File: config.mk
export PLATFORM = sky130hd
export DESIGN_NAME = btb_maint_ctrl
export DESIGN_NICKNAME = d
export VERILOG_FILES = /design/src/rtl/btb_maint_ctrl.sv
export SDC_FILE = /design/constraint.sdc
export NUM_CORES = 1
export LEC_CHECK = 0
export ABC_AREA = 1
export CAP_MARGIN = 20
export CORE_MARGIN = 2
export CORE_UTILIZATION = 36
export DETAILED_ROUTE_END_ITERATION = 8
export PLACE_DENSITY = 0.55
export SLEW_MARGIN = 0
export SYNTH_ARGS = -nofsm -noshare
export SYNTH_HDL_FRONTEND = slang
export SYNTH_SLANG_ARGS = --single-unit
File: constraint.sdc
create_clock -name clk_i -period 5.5 [get_ports clk_i]
set_clock_uncertainty 0.1 [all_clocks]
set_input_delay 0.825 -clock clk_i [delete_from_list [all_inputs] [get_ports clk_i]]
set_output_delay 0.825 -clock clk_i [all_outputs]
set_load 0.02 [all_outputs]
File: src/rtl/btb_maint_ctrl.sv
// BTB write-port owner: post-reset clear walk, multi-cycle flush walk, and branch updates (replayed from a FIFO after a walk).
// One cycle from decision to registered RAM write; updates are never backpressured and are dropped with overflow_o when the FIFO is full.
module btb_maint_ctrl #(
  parameter int unsigned VLEN            = 64,
  parameter int unsigned NR_ROWS         = 8,
  parameter int unsigned INSTR_PER_FETCH = 2,
  parameter bit          RVC             = 1'b1,
  parameter int unsigned UPD_FIFO_DEPTH  = 4
) (
  input  logic                       clk_i,
  input  logic                       rst_ni,
  input  logic                       flush_bp_i,
  input  logic                       debug_mode_i,
  input  logic                       upd_valid_i,
  input  logic [VLEN-1:0]            upd_pc_i,
  input  logic [VLEN-1:0]            upd_target_i,
  output logic                       ram_we_o,
  output logic [$clog2(NR_ROWS)-1:0] ram_addr_o,
  output logic [INSTR_PER_FETCH-1:0] ram_be_o,
  output logic                       ram_wvalid_o,
  output logic [VLEN-1:0]            ram_wtarget_o,
  output logic                       busy_o,
  output logic                       overflow_o
);

  localparam int unsigned OFFSET        = RVC ? 1 : 2;
  localparam int unsigned ROW_ADDR_BITS = $clog2(INSTR_PER_FETCH);
  localparam int unsigned ROW_W         = $clog2(NR_ROWS);
  localparam int unsigned COL_W         = (ROW_ADDR_BITS > 0) ? ROW_ADDR_BITS : 1;
  localparam int unsigned AW            = $clog2(UPD_FIFO_DEPTH);
  localparam int unsigned PW            = AW + 1;

  typedef struct packed {
    logic [ROW_W-1:0] row;
    logic [COL_W-1:0] col;
    logic [VLEN-1:0]  target;
  } upd_t;

  typedef enum logic [1:0] {CLEAR, IDLE, FLUSH} state_e;

  state_e state_q, state_d;
  logic [ROW_W-1:0] cnt_q, cnt_d;
  logic [PW-1:0] wptr_q, wptr_d, rptr_q, rptr_d;
  upd_t fifo_mem [UPD_FIFO_DEPTH];

  logic                       we_q, we_d;
  logic [ROW_W-1:0]           addr_q, addr_d;
  logic [INSTR_PER_FETCH-1:0] be_q, be_d;
  logic                       wvalid_q, wvalid_d;
  logic [VLEN-1:0]            wtarget_q, wtarget_d;
  logic                       busy_q, busy_d;
  logic                       ovf_q, ovf_d;

  upd_t upd_in, head, wr_upd;
  logic accept, empty, full, push, issue_upd;
  logic unused_pc;

  assign unused_pc = ^upd_pc_i;
  assign accept    = upd_valid_i && !debug_mode_i;
  assign empty     = (wptr_q == rptr_q);
  assign full      = (wptr_q[AW-1:0] == rptr_q[AW-1:0]) && (wptr_q[AW] != rptr_q[AW]);
  assign head      = fifo_mem[rptr_q[AW-1:0]];

  always_comb begin
    upd_in        = '0;
    upd_in.row    = upd_pc_i[OFFSET+ROW_ADDR_BITS +: ROW_W];
    upd_in.col    = (RVC && ROW_ADDR_BITS > 0) ? upd_pc_i[OFFSET +: COL_W] : '0;
    upd_in.target = upd_target_i;
  end

  always_comb begin
    state_d   = state_q;
    cnt_d     = cnt_q;
    wptr_d    = wptr_q;
    rptr_d    = rptr_q;
    we_d      = 1'b0;
    addr_d    = '0;
    be_d      = '0;
    wvalid_d  = 1'b0;
    wtarget_d = '0;
    ovf_d     = 1'b0;
    push      = 1'b0;
    issue_upd = 1'b0;
    wr_upd    = upd_in;

    if (flush_bp_i) begin
      // Flush discards both the buffer and any same-cycle update, and issues no write.
      state_d = FLUSH;
      cnt_d   = '0;
      wptr_d  = '0;
      rptr_d  = '0;
    end else begin
      unique case (state_q)
        CLEAR, FLUSH: begin
          we_d   = 1'b1;
          addr_d = cnt_q;
          be_d   = '1;
          cnt_d  = cnt_q + 1'b1;
          if (cnt_q == ROW_W'(NR_ROWS - 1)) begin
            state_d = IDLE;
            cnt_d   = '0;
          end
          push  = accept && !full;
          ovf_d = accept && full;
        end
        IDLE: begin
          if (!empty) begin
            issue_upd = 1'b1;
            wr_upd    = head;
            rptr_d    = rptr_q + PW'(1);
            push      = accept && !full;
            ovf_d     = accept && full;
          end else if (accept) begin
            issue_upd = 1'b1;
          end
        end
        default: state_d = CLEAR;
      endcase
      if (push) wptr_d = wptr_q + PW'(1);
    end

    if (issue_upd) begin
      we_d      = 1'b1;
      addr_d    = wr_upd.row;
      be_d      = INSTR_PER_FETCH'(1) << wr_upd.col;
      wvalid_d  = 1'b1;
      wtarget_d = wr_upd.target;
    end

    // Held high through the cycle that shows the last walk write.
    busy_d = (state_q != IDLE) || (state_d != IDLE);
  end

  always_ff @(posedge clk_i or negedge rst_ni) begin
    if (!rst_ni) begin
      state_q   <= CLEAR;
      cnt_q     <= '0;
      wptr_q    <= '0;
      rptr_q    <= '0;
      we_q      <= 1'b0;
      addr_q    <= '0;
      be_q      <= '0;
      wvalid_q  <= 1'b0;
      wtarget_q <= '0;
      busy_q    <= 1'b1;
      ovf_q     <= 1'b0;
    end else begin
      state_q   <= state_d;
      cnt_q     <= cnt_d;
      wptr_q    <= wptr_d;
      rptr_q    <= rptr_d;
      we_q      <= we_d;
      addr_q    <= addr_d;
      be_q      <= be_d;
      wvalid_q  <= wvalid_d;
      wtarget_q <= wtarget_d;
      busy_q    <= busy_d;
      ovf_q     <= ovf_d;
    end
  end

  always_ff @(posedge clk_i) begin
    if (push) fifo_mem[wptr_q[AW-1:0]] <= upd_in;
  end

  assign ram_we_o      = we_q;
  assign ram_addr_o    = addr_q;
  assign ram_be_o      = be_q;
  assign ram_wvalid_o  = wvalid_q;
  assign ram_wtarget_o = wtarget_q;
  assign busy_o        = busy_q;
  assign overflow_o    = ovf_q;

endmodule

==> impl_metrics.json, run 1 <==
{
  "run_status": "completed",
  "grt_pass1_wl_microns": 51870,
  "syn_area_per_cell_sq_um": 11.32,
  "syn_nets": 1399,
  "fillers": 3560,
  "fin_crit_sh": 0.6254,
  "layout_commonest_cell": "edfxtp_1",
  "post_cts_resized": 0,
  "cp.arrival_ns": 3.52,
  "cts_setup_buffers": 0,
  "hp-class": "input port to async pin",
  "cts_max_level": 2,
  "worst-path-buf-inv": 2,
  "drc_errors": 0,
  "ys_ff_latch": 356,
  "place.gp.congestion": 0.7076,
  "crit_slowest_cell": "dfrtp_4",
  "mostFrequentLayoutCells": "272 x edfxtp_1, 263 x nor2_1, 150 x o21ai_0",
  "nets": 1537,
  "antenna_found_initial": 2,
  "peakVddDrop_mv": 0.2564,
  "cts.sinks": 356,
  "io_pins": 206,
  "synthCells": 1259,
  "num_vias": 9026,
  "yosysWarnings": 0,
  "drt_iter0_markers": 491,
  "ys_types": 29,
  "rsz0062_at_grt": "false",
  "p_sw_frac": 0.1955,
  "vias_per_cell": 4.631,
  "io_buffer_count": 145,
  "tritoncts": "built",
  "coreArea_sq_um": 38830,
  "ctsHoldBuffers": 0,
  "comb_power_share": 0.027,
  "dp_worst_setup_slack_ns": 1.991,
  "die_h_microns": 202.9,
  "switchingPower_w": 0.001175,
  "initial_utilization": 0.3669,
  "cap_violations": 0,
  "syn-cell-area_sq_um": 14250,
  "cp_data_required_time_ns": 5.58,
  "grt_pass1_vias": 8998,
  "grt_overflow": 0,
  "ant_nets": 0,
  "path_class": "flop to flop",
  "wirelength_microns": 32850,
  "path_cells": "inv_4, nand2_1, nand2_1, nand3_2, nand2_1, nand2_1, nand3_1, nor2_4, buf_4",
  "worst_setup_path_start_kind": "flop",
  "cts-buffers-inserted": 40,
  "maxSlewHeadroom": 0.3292,
  "tns_ns": 0,
  "powerDensity_nw_per_um2": 340.7,
  "leakagePower_nw": 7.183,
  "cp_top_family": "simple AND/OR/NAND/NOR gates",
  "grt_max_degree": 87,
  "hpwl_microns": 17430,
  "grt_usage": 0.1640,
  "hold_violations": 0,
  "clk_path_buf_depth": 3,
  "ys_seq_area_frac": 0.7209,
  "die_w_microns": 202.9,
  "worst_slew_pin_slew_ns": 1.006,
  "sequentialPowerShare": 0.489,
  "fmax_mhz": 290.7,
  "clock_latency_ns": 0.54,
  "drtPass1Iterations": 5,
  "drive_gt1_frac": 0.06998,
  "cts_root_buffer": "clkbuf_16",
  "clk_pin_slew_ns": 0.06,
  "slew_viol_final": 0,
  "internal-power_w": 0.004835,
  "crit_fanout": 56,
  "clkPwrFrac": 0.484,
  "finalPower_w": 0.006009,
  "die-area_sq_um": 41180,
  "path_common_cell": "nand2_1",
  "cp-end-kind": "flop",
  "post_drt_wl_per_cell_microns": 16.85,
  "cpPeakStageDelay_ns": 0.86,
  "area_delta_synth_final_pct": 23.80,
  "finalSetupViolations": 0,
  "fin_crit_ns": 3.439,
  "rows": 72,
  "fin_ws_ns": 2.061
}
[synth_stat cells]
library cell | count | area share
nor2_8 | 1 | 0.0014
dfstp_2 | 1 | 0.0018
nand2_4 | 1 | 0.00079
buf_1 | 2 | 0.00053
nor3_1 | 1 | 0.00035
buf_2 | 29 | 0.010
inv_2 | 5 | 0.0013
ha_1 | 7 | 0.0061
dfrtp_1 | 83 | 0.15
clkbuf_1 | 24 | 0.0063
nor2_4 | 1 | 0.00079
o22ai_1 | 1 | 0.00044
nor4_1 | 1 | 0.00044
inv_1 | 143 | 0.038
buf_4 | 7 | 0.0037
nand4_1 | 3 | 0.0013
a211oi_1 | 1 | 0.00053
nand3_1 | 79 | 0.028
a21oi_1 | 6 | 0.0021
clkinv_1 | 1 | 0.00026
o21ai_1 | 51 | 0.018
o21ai_0 | 150 | 0.053
nand2_2 | 1 | 0.00044
edfxtp_1 | 272 | 0.57
buf_6 | 5 | 0.0040
xor2_1 | 2 | 0.0012
nor2_1 | 267 | 0.070
nand3_2 | 1 | 0.00070
nand2_1 | 113 | 0.030
[through the flow]
step                  util  instances  hold slack [ns]  instance area [sq um]
floorplan                -       1259           0.3758                  14250
global placement    0.4169       1873           0.4117                  16190
detailed placement  0.4169       1873           0.4266                  16190
CTS                 0.4541       1947           0.2698                  17630
global route        0.4542       1948           0.3086                  17640
finish              0.4543       1949           0.2535                  17640
[worst register-to-register path: stages (launching register included)]
cell and delay, ns:
dfrtp_4 0.86, inv_4 0.42, nand2_1 0.17, nand2_1 0.10, nand3_2 0.12, nand2_1 0.08
nand2_1 0.15, nand3_1 0.33, nor2_4 0.19, buf_4 0.51
[layout make-up]
cell class	count	area (sq um)	share of cell area
clock buffers	45	1041	0.05902
diodes	2	5.005	0.0002837
clock inverters	29	405.4	0.02298
well taps	518	648.1	0.03675
inverters	149	563.0	0.03192
flip-flops and latches	356	10280	0.5827
multi-input cells	687	3100	0.1758
repair buffers	163	1597	0.09052
[power groups by stage]
stage                     Sequential, W  Clock, W  Combinational [W]
after floorplan                 0.00300         0          0.0000454
after global placement          0.00299         0           0.000164
after detailed placement        0.00299         0           0.000167
after CTS                       0.00294   0.00299           0.000168
after global routing            0.00294   0.00308           0.000184
final                           0.00294   0.00291           0.000163
[worst paths after layout]
check | from | to | slack (ns) | cells after the start
worst max-delay path | rptr_q[0] | fifo_mem[1][31] | 2.06 | 9
max in group asynchronous | rst_ni | rptr_q[0] | 4.06 | 2
worst max register to register | rptr_q[0] | fifo_mem[1][31] | 2.06 | 9
worst min-delay path | rst_ni | ram_addr_o[1] | 0.25 | 1
worst min register to register | cnt_q[0] | cnt_q[0] | 0.43 | 1
min in group clk_i | cnt_q[0] | cnt_q[0] | 0.43 | 1
[per-layer routing]
metal | share of wire | GRT usage
met1 | 0.46 | 0.2151
met2 | 0.48 | 0.2757
met3 | 0.042 | 0.02873
met4 | 0.021 | 0.05422
met5 | 0.0010 | 0.005952
[state kept, by name, indices dropped and copies added, names as in the netlist]
register / count
state_q: 2
busy_o: 1
overflow_o: 1
ram_addr_o: 3
ram_wtarget_o: 64
ram_we_o: 1
ram_wvalid_o: 1
cnt_q: 3
rptr_q: 3
wptr_q: 3
fifo_mem: 272
ram_be_o: 2
[cell families after synthesis]
group,Yosys count,share of synthesized area
simple gates,469,0.1341
flops,356,0.7209
buf+inv,216,0.06393
compound gates,209,0.07368
fa+ha+maj,7,0.006147
xor+xnor,2,0.001230
No activity file was read; power rests on OpenSTA's default activity.
==> inputs of run 2 (changes only) <==
- PLACE_DENSITY: 0.55 -> 0.57
- clock period: 5.5 -> 3 ns (I/O delays scaled with it)
==> run 2 against run 1 <==
Against the previous run: first-iteration DRC count fell by 10%; global-route usage fell by 0.13 points; sequential power rose by 83%; maximum frequency rose by 32%; final cell count rose by 0.51%; combinational power rose by 96%; utilization rose by 0.42 points; register-to-register slack got worse by 1.7 ns; clock power rose by 66%.
==> impl_metrics.json, run 2 (synthesis results as in run 1) <==
{
  "largest_reg_flops": 272,
  "grt_pass1_vias": 9100,
  "grt_usage": 0.1627,
  "initial_utilization": 0.3669,
  "num_vias": 9122,
  "io_pins": 206,
  "coreArea_sq_um": 38830,
  "multi_input_area_sq_um": 3100,
  "cp_top_family": "buffers and inverters",
  "layout_commonest_cell": "edfxtp_1",
  "grt_max_degree": 91,
  "drc_errors": 0,
  "vias_per_cell": 4.656,
  "sequentialPowerShare": 0.511,
  "drive_gt1_frac": 0.07356,
  "tns_ns": 0,
  "finalPower_w": 0.01055,
  "ctsHoldBuffers": 1,
  "comb_power_share": 0.030,
  "switchingPower_w": 0.002091,
  "area_delta_synth_final_pct": 24.94,
  "post_drt_wl_per_cell_microns": 17.00,
  "die_h_microns": 202.9,
  "fillers": 3505,
  "mostFrequentLayoutCells": "272 x edfxtp_1, 263 x nor2_1, 150 x o21ai_0",
  "clk_path_buf_depth": 3,
  "leakagePower_nw": 7.236,
  "internal-power_w": 0.008458,
  "cpPeakStageDelay_ns": 0.81,
  "crit_fanout": 90,
  "ant_nets": 0,
  "fin_util": 0.4585,
  "crit_slowest_cell": "buf_4",
  "finalSetupViolations": 0,
  "place.gp.congestion": 0.7283,
  "rows": 72,
  "io_buffer_count": 145,
  "grt_pass1_wl_microns": 51840,
  "run_status": "completed",
  "holdWs_ns": 0.4155,
  "hpwl_microns": 18100,
  "rrSetupSlack_ns": 0.39,
  "place_inst": 1885,
  "hp-class": "input port to async pin",
  "peakVddDrop_mv": 0.3761,
  "hold_violations": 0,
  "drt_iter0_markers": 441,
  "die-area_sq_um": 41180,
  "antenna_found_initial": 3,
  "cap_violations": 0,
  "p_sw_frac": 0.1982,
  "cts_root_buffer": "clkbuf_16",
  "regArea_sq_um": 10280,
  "cts_setup_buffers": 0,
  "tritoncts": "built",
  "fin_crit_sh": 0.8714,
  "nets": 1550,
  "post_cts_resized": 0,
  "antenna_cells": 0,
  "cp.arrival_ns": 2.99,
  "rsz0062_at_grt": "false",
  "worst_slew_pin_slew_ns": 1.061,
  "fin_crit_ns": 2.614,
  "wirelength_microns": 33300,
  "path_class": "flop to flop",
  "drtPass1Iterations": 4,
  "cp_data_required_time_ns": 3.37,
  "clock_latency_ns": 0.53,
  "clk_pin_slew_ns": 0.06,
  "path_cells": "buf_4, buf_4, nor2_1, nor2_1, o21ai_0, nand3_1, nand2_1, inv_1",
  "cts_max_level": 2,
  "clkPwrFrac": 0.459,
  "slew_viol_final": 0,
  "maxSlewHeadroom": 0.2927,
  "cts.sinks": 356,
  "grt_overflow": 0,
  "cts-buffers-inserted": 40,
  "powerDensity_nw_per_um2": 592.6,
  "die_w_microns": 202.9,
  "worst_setup_path_start_kind": "flop",
  "fmax_mhz": 382.5,
  "stdcell_count": 1959,
  "worst-path-buf-inv": 3,
  "cp-end-kind": "flop"
}
==> run 2: cell count changes in the layout (fill, tap and decap cells not counted), moves of 2 or more <==
cell / change
diode_2: -2
clkinv_2: -4
clkbuf_8: +5
buf_4: -3
bufinv_16: -7
inv_6: -2
buf_12: +15
clkbuf_1: +6
==> run 2: worst register-to-register path, delay by kind of cell, from the launching register on <==
| family | cells | cell delay [ns] |
|---|---|---|
| buf+inv | 3 | 1.48 |
| simple gates | 4 | 0.44 |
| flops | 1 | 0.43 |
| compound gates | 1 | 0.09 |
==> run 2: layer usage <==
layer	global-route usage	share of wire	vias to the layer above
li1	-	-	4500
met1	0.2164	0.46	4408
met2	0.2753	0.48	162
met3	0.03162	0.045	46
met4	0.03858	0.015	6
met5	0	0.0012	-
==> run 2: metrics by stage <==
step,cell area [sq um],setup slack (ns)
5_1_grt,17800,0.1099
3_3_place_gp,16460,0.2669
6_report,17800,0.3857
4_1_cts,17800,0.3260
2_1_floorplan,14260,-0.4714
3_5_place_dp,16460,0.2593
==> run 2: power by group through the flow <==
stage / logic, W / registers [W] / clock network [W]
floorplan: 0.0000844 / 0.00550 / 0
global placement: 0.000316 / 0.00549 / 0
detailed placement: 0.000324 / 0.00549 / 0
CTS: 0.000326 / 0.00539 / 0.00494
global route: 0.000358 / 0.00539 / 0.00517
finish: 0.000320 / 0.00539 / 0.00484
==> run 2: layout make-up <==
class	instances	share of cell area
Inverter	149	0.03163
Clock buffer	57	0.06502
Multi-Input combinational cell	687	0.1742
Sequential cell	356	0.5774
Clock inverter	16	0.009489
Tap cell	518	0.03641
Timing Repair Buffer	176	0.1059
==> run 2: path summary, 6_finish.rpt <==
check | from | end | depth (start not counted)
hold reg to reg | cnt_q[0] | cnt_q[0] | 1
setup / recovery | rptr_q[0] | ram_wtarget_o[24] | 8
hold / removal | rst_ni | ram_we_o | 2
max in group asynchronous | rst_ni | busy_o | 3
min in group clk_i | cnt_q[0] | cnt_q[0] | 1
setup reg to reg | rptr_q[0] | ram_wtarget_o[24] | 8
